==> config.mk <==
export PLATFORM = sky130hd
export DESIGN_NAME = alu_div_sequencer
export DESIGN_NICKNAME = d
export VERILOG_FILES = /design/src/rtl/alu_div_sequencer.sv
export SDC_FILE = /design/constraint.sdc
export NUM_CORES = 1
export LEC_CHECK = 0
export ABC_CLOCK_PERIOD_IN_PS = 3600
export BUFFER_PORTS_ARGS = -buffer_cell sky130_fd_sc_hd__buf_2
export CAP_MARGIN = 10
export CORE_ASPECT_RATIO = 0.5
export CORE_MARGIN = 1.5
export CORE_UTILIZATION = 55
export CTS_CLUSTER_DIAMETER = 100
export DETAILED_ROUTE_END_ITERATION = 8
export HOLD_SLACK_MARGIN = 0.06
export MAX_ROUTING_LAYER = met4
export PLACE_DENSITY = 0.95
export SLEW_MARGIN = 10
export SYNTH_ARGS = -nofsm -noshare
export SYNTH_HDL_FRONTEND = slang
export SYNTH_SLANG_ARGS = --single-unit
==> constraint.sdc <==
create_clock -name clk_i -period 3.6 [get_ports clk_i]
set_input_delay 0.72 -clock clk_i [delete_from_list [all_inputs] [get_ports clk_i]]
set_output_delay 0.72 -clock clk_i [all_outputs]
set_load 0.1 [all_outputs]
==> src/rtl/alu_div_sequencer.sv <==
// alu_div_sequencer
//   Multi-cycle unsigned restoring divider. It has no subtractor of its own.
//   Each RUN cycle it drives the shared datapath ALU with a subtract of the
//   shifted trial value minus the divisor. It then uses the ALU result and
//   the less flag to decide one quotient bit.
//
// Ports
//   clk_i        : clock, rising edge
//   rst_n        : asynchronous active-low reset
//   start_i      : division request, only sampled in IDLE
//   dividend_i   : unsigned dividend, captured on accepted start
//   divisor_i    : unsigned divisor, captured on accepted start
//   busy_o       : high while RUN or DONE
//   done_o       : one-cycle completion pulse (DONE state)
//   quotient_o   : registered quotient, held until the next DONE
//   remainder_o  : registered remainder, held until the next DONE
//   div_zero_o   : registered divide-by-zero indication
//   alu_src1_o   : ALU operand 1 (trial value during RUN, else 0)
//   alu_src2_o   : ALU operand 2 (divisor during RUN, else 0)
//   alu_op_o     : ALU operation select (ALU_SUB during RUN, else 0)
//   alu_result_i : ALU result
//   alu_less_i   : ALU less flag (result sign)
module alu_div_sequencer #(
  parameter int unsigned WIDTH   = 16,
  parameter logic [3:0]  ALU_SUB = 4'd6
) (
  input  logic             clk_i,
  input  logic             rst_n,
  input  logic             start_i,
  input  logic [WIDTH-1:0] dividend_i,
  input  logic [WIDTH-1:0] divisor_i,
  output logic             busy_o,
  output logic             done_o,
  output logic [WIDTH-1:0] quotient_o,
  output logic [WIDTH-1:0] remainder_o,
  output logic             div_zero_o,
  output logic [31:0]      alu_src1_o,
  output logic [31:0]      alu_src2_o,
  output logic [3:0]       alu_op_o,
  input  logic [31:0]      alu_result_i,
  input  logic             alu_less_i
);

  localparam int unsigned CW = $clog2(WIDTH);

  localparam logic [1:0] IDLE = 2'd0;
  localparam logic [1:0] RUN  = 2'd1;
  localparam logic [1:0] DONE = 2'd2;

  logic [1:0]       state_q, state_d;
  logic [WIDTH-1:0] d_q, d_d;
  logic [WIDTH-1:0] v_q, v_d;
  logic [WIDTH:0]   r_q, r_d;
  logic [WIDTH-1:0] q_q, q_d;
  logic [CW-1:0]    cnt_q, cnt_d;
  logic             dz_q, dz_d;
  logic [WIDTH-1:0] quot_q, quot_d;
  logic [WIDTH-1:0] rem_q, rem_d;
  logic             dzo_q, dzo_d;

  // Shifted trial value: partial remainder with the next dividend bit appended.
  logic [WIDTH:0]   s;

  // Only the low WIDTH+1 result bits carry a remainder. The sign arrives via alu_less_i.
  logic             unused_result;
  assign unused_result = ^alu_result_i[31:WIDTH+1];

  assign s = {r_q[WIDTH-1:0], d_q[cnt_q]};

  always_comb begin
    alu_src1_o = '0;
    alu_src2_o = '0;
    alu_op_o   = '0;
    if (state_q == RUN) begin
      alu_src1_o = 32'(s);
      alu_src2_o = 32'(v_q);
      alu_op_o   = ALU_SUB;
    end
  end

  always_comb begin
    state_d = state_q;
    d_d     = d_q;
    v_d     = v_q;
    r_d     = r_q;
    q_d     = q_q;
    cnt_d   = cnt_q;
    dz_d    = dz_q;
    quot_d  = quot_q;
    rem_d   = rem_q;
    dzo_d   = dzo_q;
    unique case (state_q)
      IDLE: begin
        if (start_i) begin
          d_d   = dividend_i;
          v_d   = divisor_i;
          r_d   = '0;
          q_d   = '0;
          cnt_d = CW'(WIDTH - 1);
          if (divisor_i == '0) begin
            state_d = DONE;
            dz_d    = 1'b1;
            quot_d  = '1;
            rem_d   = dividend_i;
            dzo_d   = 1'b1;
          end else begin
            state_d = RUN;
            dz_d    = 1'b0;
          end
        end
      end
      RUN: begin
        if (alu_less_i) begin
          r_d        = s;
          q_d[cnt_q] = 1'b0;
        end else begin
          r_d        = alu_result_i[WIDTH:0];
          q_d[cnt_q] = 1'b1;
        end
        // The output registers take the post-step values so the final bit
        // is present in the DONE cycle.
        if (cnt_q == '0) begin
          state_d = DONE;
          quot_d  = q_d;
          rem_d   = r_d[WIDTH-1:0];
          dzo_d   = dz_q;
        end else begin
          cnt_d = cnt_q - 1'b1;
        end
      end
      DONE: state_d = IDLE;
      default: state_d = IDLE;
    endcase
  end

  always_ff @(posedge clk_i or negedge rst_n) begin
    if (!rst_n) begin
      state_q <= IDLE;
      d_q     <= '0;
      v_q     <= '0;
      r_q     <= '0;
      q_q     <= '0;
      cnt_q   <= '0;
      dz_q    <= 1'b0;
      quot_q  <= '0;
      rem_q   <= '0;
      dzo_q   <= 1'b0;
    end else begin
      state_q <= state_d;
      d_q     <= d_d;
      v_q     <= v_d;
      r_q     <= r_d;
      q_q     <= q_d;
      cnt_q   <= cnt_d;
      dz_q    <= dz_d;
      quot_q  <= quot_d;
      rem_q   <= rem_d;
      dzo_q   <= dzo_d;
    end
  end

  assign busy_o      = (state_q != IDLE);
  assign done_o      = (state_q == DONE);
  assign quotient_o  = quot_q;
  assign remainder_o = rem_q;
  assign div_zero_o  = dzo_q;

endmodule

## Word level (Yosys, flattened, before mapping)

Index checks and enable logic that the tools add are counted.

| storage, ports and cells | value |
|---|---|
| logic and storage cells | 66 |
| input bits | 68 |
| register bits after elaboration | 104 |

| operators by class | value |
|---|---|
| equality and inequality tests | 6 |
| add/sub/neg operators | 1 |
| reduce and logical (&&, ||, !) cells | 11 |
| muxes and demuxes | 33 |
| bitwise logic cells | 3 |
| order comparisons | 2 |

Operators by type and width:

| cell | number |
|---|---|
| $mux 16 | 11 |
| $pmux 16 s2 | 4 |
| $mux 17 | 1 |
| $and 16x16->16 | 1 |
| $logic_not 16->1 | 1 |
| $not 16->16 | 1 |
| $or 16x16->16 | 1 |
| $mux 4 | 2 |
| $pmux 4 s2 | 1 |
| $mux 1 | 6 |
| $mux 2 | 3 |
| $ne 2x2->1 const B | 3 |
| $reduce_and 2->1 | 3 |
| $lt 4x5->1 const B | 1 |
| $bmux 1 s4 | 1 |
| $demux 1 s4 | 1 |
| $ge 4x1->1 const B | 1 |
| $logic_not 4->1 | 1 |
| $pmux 2 s2 | 1 |
| $reduce_and 4->1 | 1 |
| $reduce_bool 2->1 | 2 |
| $sub 4x1->4 const B | 1 |
| $mux 3 | 1 |
| $reduce_and 3->1 | 1 |
| 6 further kinds | 6 |

## Longest topological paths before layout

| depth | value |
|---|---|
| word-level depth | 9 |
| depth in mapped cells | 9 |
| depth with buffers taken out | 7 |

## Worst setup path after synthesis

No wires, ideal clock.

| timing path | value |
|---|---|
| path kind | flip-flop to output port |
| start | register state_q[0] |
| end | output port alu_src2_o[10] |
| path slack | 99 ps |
| arrival | 2781 ps |
| buffers on the path | 3 |
| cell stages (with the launch flop) | 7 |
| cells stage by stage | dfrtp_1 > buf_2 > nand2b_1 > inv_2 > buf_2 > clkbuf_1 > and2_1 |

| between the ends | value |
|---|---|
| word-level cells in the longest chain between the ends | 2 |

RTL lines:

| item | line | RTL |
|---|---|---|
| from (decl) | 50 | `logic [1:0] state_q, state_d;` |
| from (signal assigned) | 149 | `state_q <= state_d;` |
| $eq 2x1->1 | 74 | `if (state_q == RUN) begin` |
| $mux 16 | 74 |  |
| to (decl) | 38 | `output logic [31:0] alu_src2_o,` |

No other way between the ends.

## Worst setup path after layout

| timing path | value |
|---|---|
| start | register state_q[0] |
| end | output port alu_src1_o[0] |

| between the ends | value |
|---|---|
| word-level cells in the longest chain between the ends | 2 |

RTL lines:

| item | line | RTL |
|---|---|---|
| $eq 2x1->1 | 74 |  |
| $mux 17 | 74 |  |
| to (decl) | 37 | `output logic [31:0] alu_src1_o,` |

No other way between the ends.

==> impl_table.tex <==
\begin{tabular}{lr}
\hline
Metric & Value \\
\hline
\multicolumn{2}{l}{\textbf{Status}} \\
Result of the run & finished, violations left \\
Failing checks & DRC \\
\multicolumn{2}{l}{\textbf{Setup path}} \\
Critical Path Fanout Max & 54 \\
Critical path, cell by cell & nand2b\_2 > inv\_2 > and3\_1 > buf\_2 \\
Crit path buffers/inverters & 2 \\
Worst Setup End Kind & output pin \\
Worst path top cell family by delay & buffers and inverters \\
Stage delay of the slowest cell on the critical path & 620 ps \\
Worst Path Arrival & 2380 ps \\
CP max-delay cell & inv\_2 \\
CP Class & register to output pin \\
Worst Path Required & 2880 ps \\
Sort of element at the start of the critical path & register \\
\multicolumn{2}{l}{\textbf{STA}} \\
Shortest period the worst path allows & 3100 ps \\
Final hold violation count & 0 \\
Final setup viols & 0 \\
F\_max & 323 MHz \\
Worst setup skew after layout & 9.25 ps \\
Tcrit/Tclk final & 0.860 \\
RSZ-0062 raised after global routing & no \\
Worst-Margin Slew & 880 ps \\
Final TNS setup & 0 ps \\
Final-report max-slew violation count & 0 \\
Relative max-transition margin & 0.411 \\
\multicolumn{2}{l}{\textbf{Cells and area}} \\
Multi-input gate area in the final layout & 2220 um\^{}2 \\
Share of cells above drive strength 1 & 0.255 \\
\# diodes & 0 \\
Synthesis-to-layout area growth & 16.0\% \\
Commonest cells after routing, fill and taps aside & buf\_2, dfrtp\_1, nand2\_1 \\
Net count of the finished layout & 672 \\
Most common cell after layout, fill and taps aside & buf\_2 \\
Number of fill cells & 637 \\
Area occupied by registers & 2600 um\^{}2 \\
\multicolumn{2}{l}{\textbf{Place}} \\
HPWL after DPL & 7760 um \\
Global placement routability congestion & 0.820 \\
Input/output buffers & 121 \\
\multicolumn{2}{l}{\textbf{Clock tree}} \\
Longest Clk Path Bufs & 2 \\
Clock transition at the register clock pins on the worst setup and hold paths after CTS & 70 ps \\
Total setup buffers inserted after CTS & 0 \\
CTS tree & yes \\
Insertion delay of the later-clocked pin in the worst-skew pair & 350 ps \\
Cts repair resizes & 0 \\
TritonCTS buffer count & 9 \\
Hold\_buf cts & 0 \\
Clock root cell & clkbuf\_16 \\
H-tree levels & 3 \\
Total number of clock tree sinks & 104 \\
\multicolumn{2}{l}{\textbf{Drt}} \\
Number of remaining DRC errors & 10 \\
Initial DRT Pass Iterations & 7 \\
Post-route antenna net violation count & 0 \\
Routed length per instance & 16.7 um \\
Wire length after detailed routing & 12000 um \\
Post-DR vias/cell & 5.64 \\
Vias after detailed routing & 4069 \\
First DRT Iteration DRCs & 401 \\
\multicolumn{2}{l}{\textbf{Logic synthesis}} \\
Primary FF master, synth & dfrtp\_1 \\
Number of distinct library cells after synthesis & 41 \\
Post-synthesis average cell area & 10.3 um\^{}2 \\
Proportion of synthesized chip area in sequential cells & 0.508 \\
Yosys top cell by area & dfrtp\_1 \\
Synthesized instance count & 497 \\
Share of synthesized flip-flops with an asynchronous set or reset & 1.00 \\
Area of the mapped netlist & 5120 um\^{}2 \\
Number of enable flip-flop cells after synthesis & 0 \\
Synth top area share & 0.508 \\
Top post-synthesis cells by area & dfrtp\_1, mux2\_1, buf\_4 \\
Number of synthesized register bits & 104 \\
Count of warnings emitted by yosys & 0 \\
\multicolumn{2}{l}{\textbf{Global routing}} \\
Aggregate global routing overflow & 0 \\
Via count of the first global-routing pass & 3874 \\
Global-route usage over all layers & 0.261 \\
Largest net degree at the start of global routing & 55 \\
Number of antenna violations at the first check in global routing & 0 \\
Global-route wire length before repair & 19400 um \\
\multicolumn{2}{l}{\textbf{Job}} \\
Count of maximum capacitance violations & 0 \\
\multicolumn{2}{l}{\textbf{Floorplan}} \\
Area of the die & 9930 um\^{}2 \\
Die Width & 139 um \\
Starting density of the core & 0.578 \\
Area inside the core boundary & 8860 um\^{}2 \\
Row count & 24 \\
Num ports & 171 \\
Die extent in y & 71.2 um \\
\multicolumn{2}{l}{\textbf{Min path}} \\
Hold crit path type & input pin to async pin \\
\hline
\end{tabular}
[area by class of cell]
cell class              count  share of cell area
inverters                   6             0.00379
repair buffers            126               0.111
clock inverters             3             0.00253
multi-input cells         353               0.375
clock buffers              13              0.0455
flip-flops and latches    104               0.438
well taps                 117              0.0246
[per-layer routing]
| metal | GRT usage | wire, um | share of wire | vias to the layer above |
|---|---|---|---|---|
| li1 | - | - | - | 1849 |
| met1 | 0.328 | 5070 | 0.42 | 1992 |
| met2 | 0.415 | 5870 | 0.49 | 192 |
| met3 | 0.0548 | 751 | 0.062 | 36 |
| met4 | 0.116 | 344 | 0.029 | 0 |
| met5 | - | 0 | 0 | - |
[path summary, 6_finish.rpt]
| path | startpoint | end | slack [ps] | depth (start not counted) |
|---|---|---|---|---|
| max | state_q[0]$_DFFE_PN0P_ | alu_src1_o[0] | 500 | 4 |
| min | rst_n | remainder_o[9]$_DFFE_PN0P_ | 420 | 1 |
| max reg2reg | cnt_q[0]$_DFFE_PN0P_ | remainder_o[11]$_DFFE_PN0P_ | 750 | 8 |
| min reg2reg | quotient_o[3]$_DFFE_PN0P_ | quotient_o[3]$_DFFE_PN0P_ | 470 | 1 |
| max in group asynchronous | rst_n | q_q[3]$_DFFE_PN0P_ | 2460 | 2 |
| min in group clk_i | quotient_o[3]$_DFFE_PN0P_ | quotient_o[3]$_DFFE_PN0P_ | 470 | 1 |
[registers in the layout (all words and copies together) (netlist names)]
signal / cells
cnt_q: 4
q_q: 16
div_zero_o: 1
state_q: 2
d_q: 16
quotient_o: 16
r_q: 16
v_q: 16
dz_q: 1
remainder_o: 16
[logic make-up after synthesis]
| kind of cell | Yosys count | synth area share |
|---|---|---|
| simple gates | 136 | 0.129 |
| compound gates | 123 | 0.145 |
| flops | 104 | 0.508 |
| buf+inv | 72 | 0.0826 |
| mux | 57 | 0.125 |
| fa+ha+maj | 4 | 0.00978 |
| other cells | 1 | 0.000732 |
[cell usage after synthesis (5+ instances only)]
| cell | n |
|---|---|
| dfrtp_1 | 104 |
| nand2_1 | 43 |
| a21oi_1 | 40 |
| buf_4 | 35 |
| and2_1 | 33 |
| nor2_1 | 33 |
| o21ai_1 | 33 |
| mux2_1 | 29 |
| a21o_1 | 22 |
| mux2i_1 | 21 |
| clkbuf_1 | 17 |
| buf_2 | 11 |
| a31oi_1 | 9 |
| nand3_1 | 7 |
| nor2b_1 | 6 |
| a22o_1 | 5 |
| mux2_2 | 5 |
[through the flow]
stage	instance area (um^2)	setup slack, ps	hold slack (ps)	std cells	utilization
floorplan	5240	99.3	424	529	-
global placement	5650	902	454	706	0.638
detailed placement	5650	823	461	706	0.638
CTS	5940	501	443	722	0.670
global route	5940	410	462	722	0.670
finish	5940	503	423	722	0.670
[worst reg2reg max path, delay by kind of cell, from the launching register on]
family                   cells  cell delay, ps
AO/OA/AOI/OAI                3             610
buffers and inverters        2             570
flip-flops                   1             570
AND/OR/NAND/NOR              2             560
adder cells (fa/ha/maj)      1             430
Power is left out: the tool's default activity adds up to more than one toggle a clock period on the data nets, which glitch-free logic cannot reach.
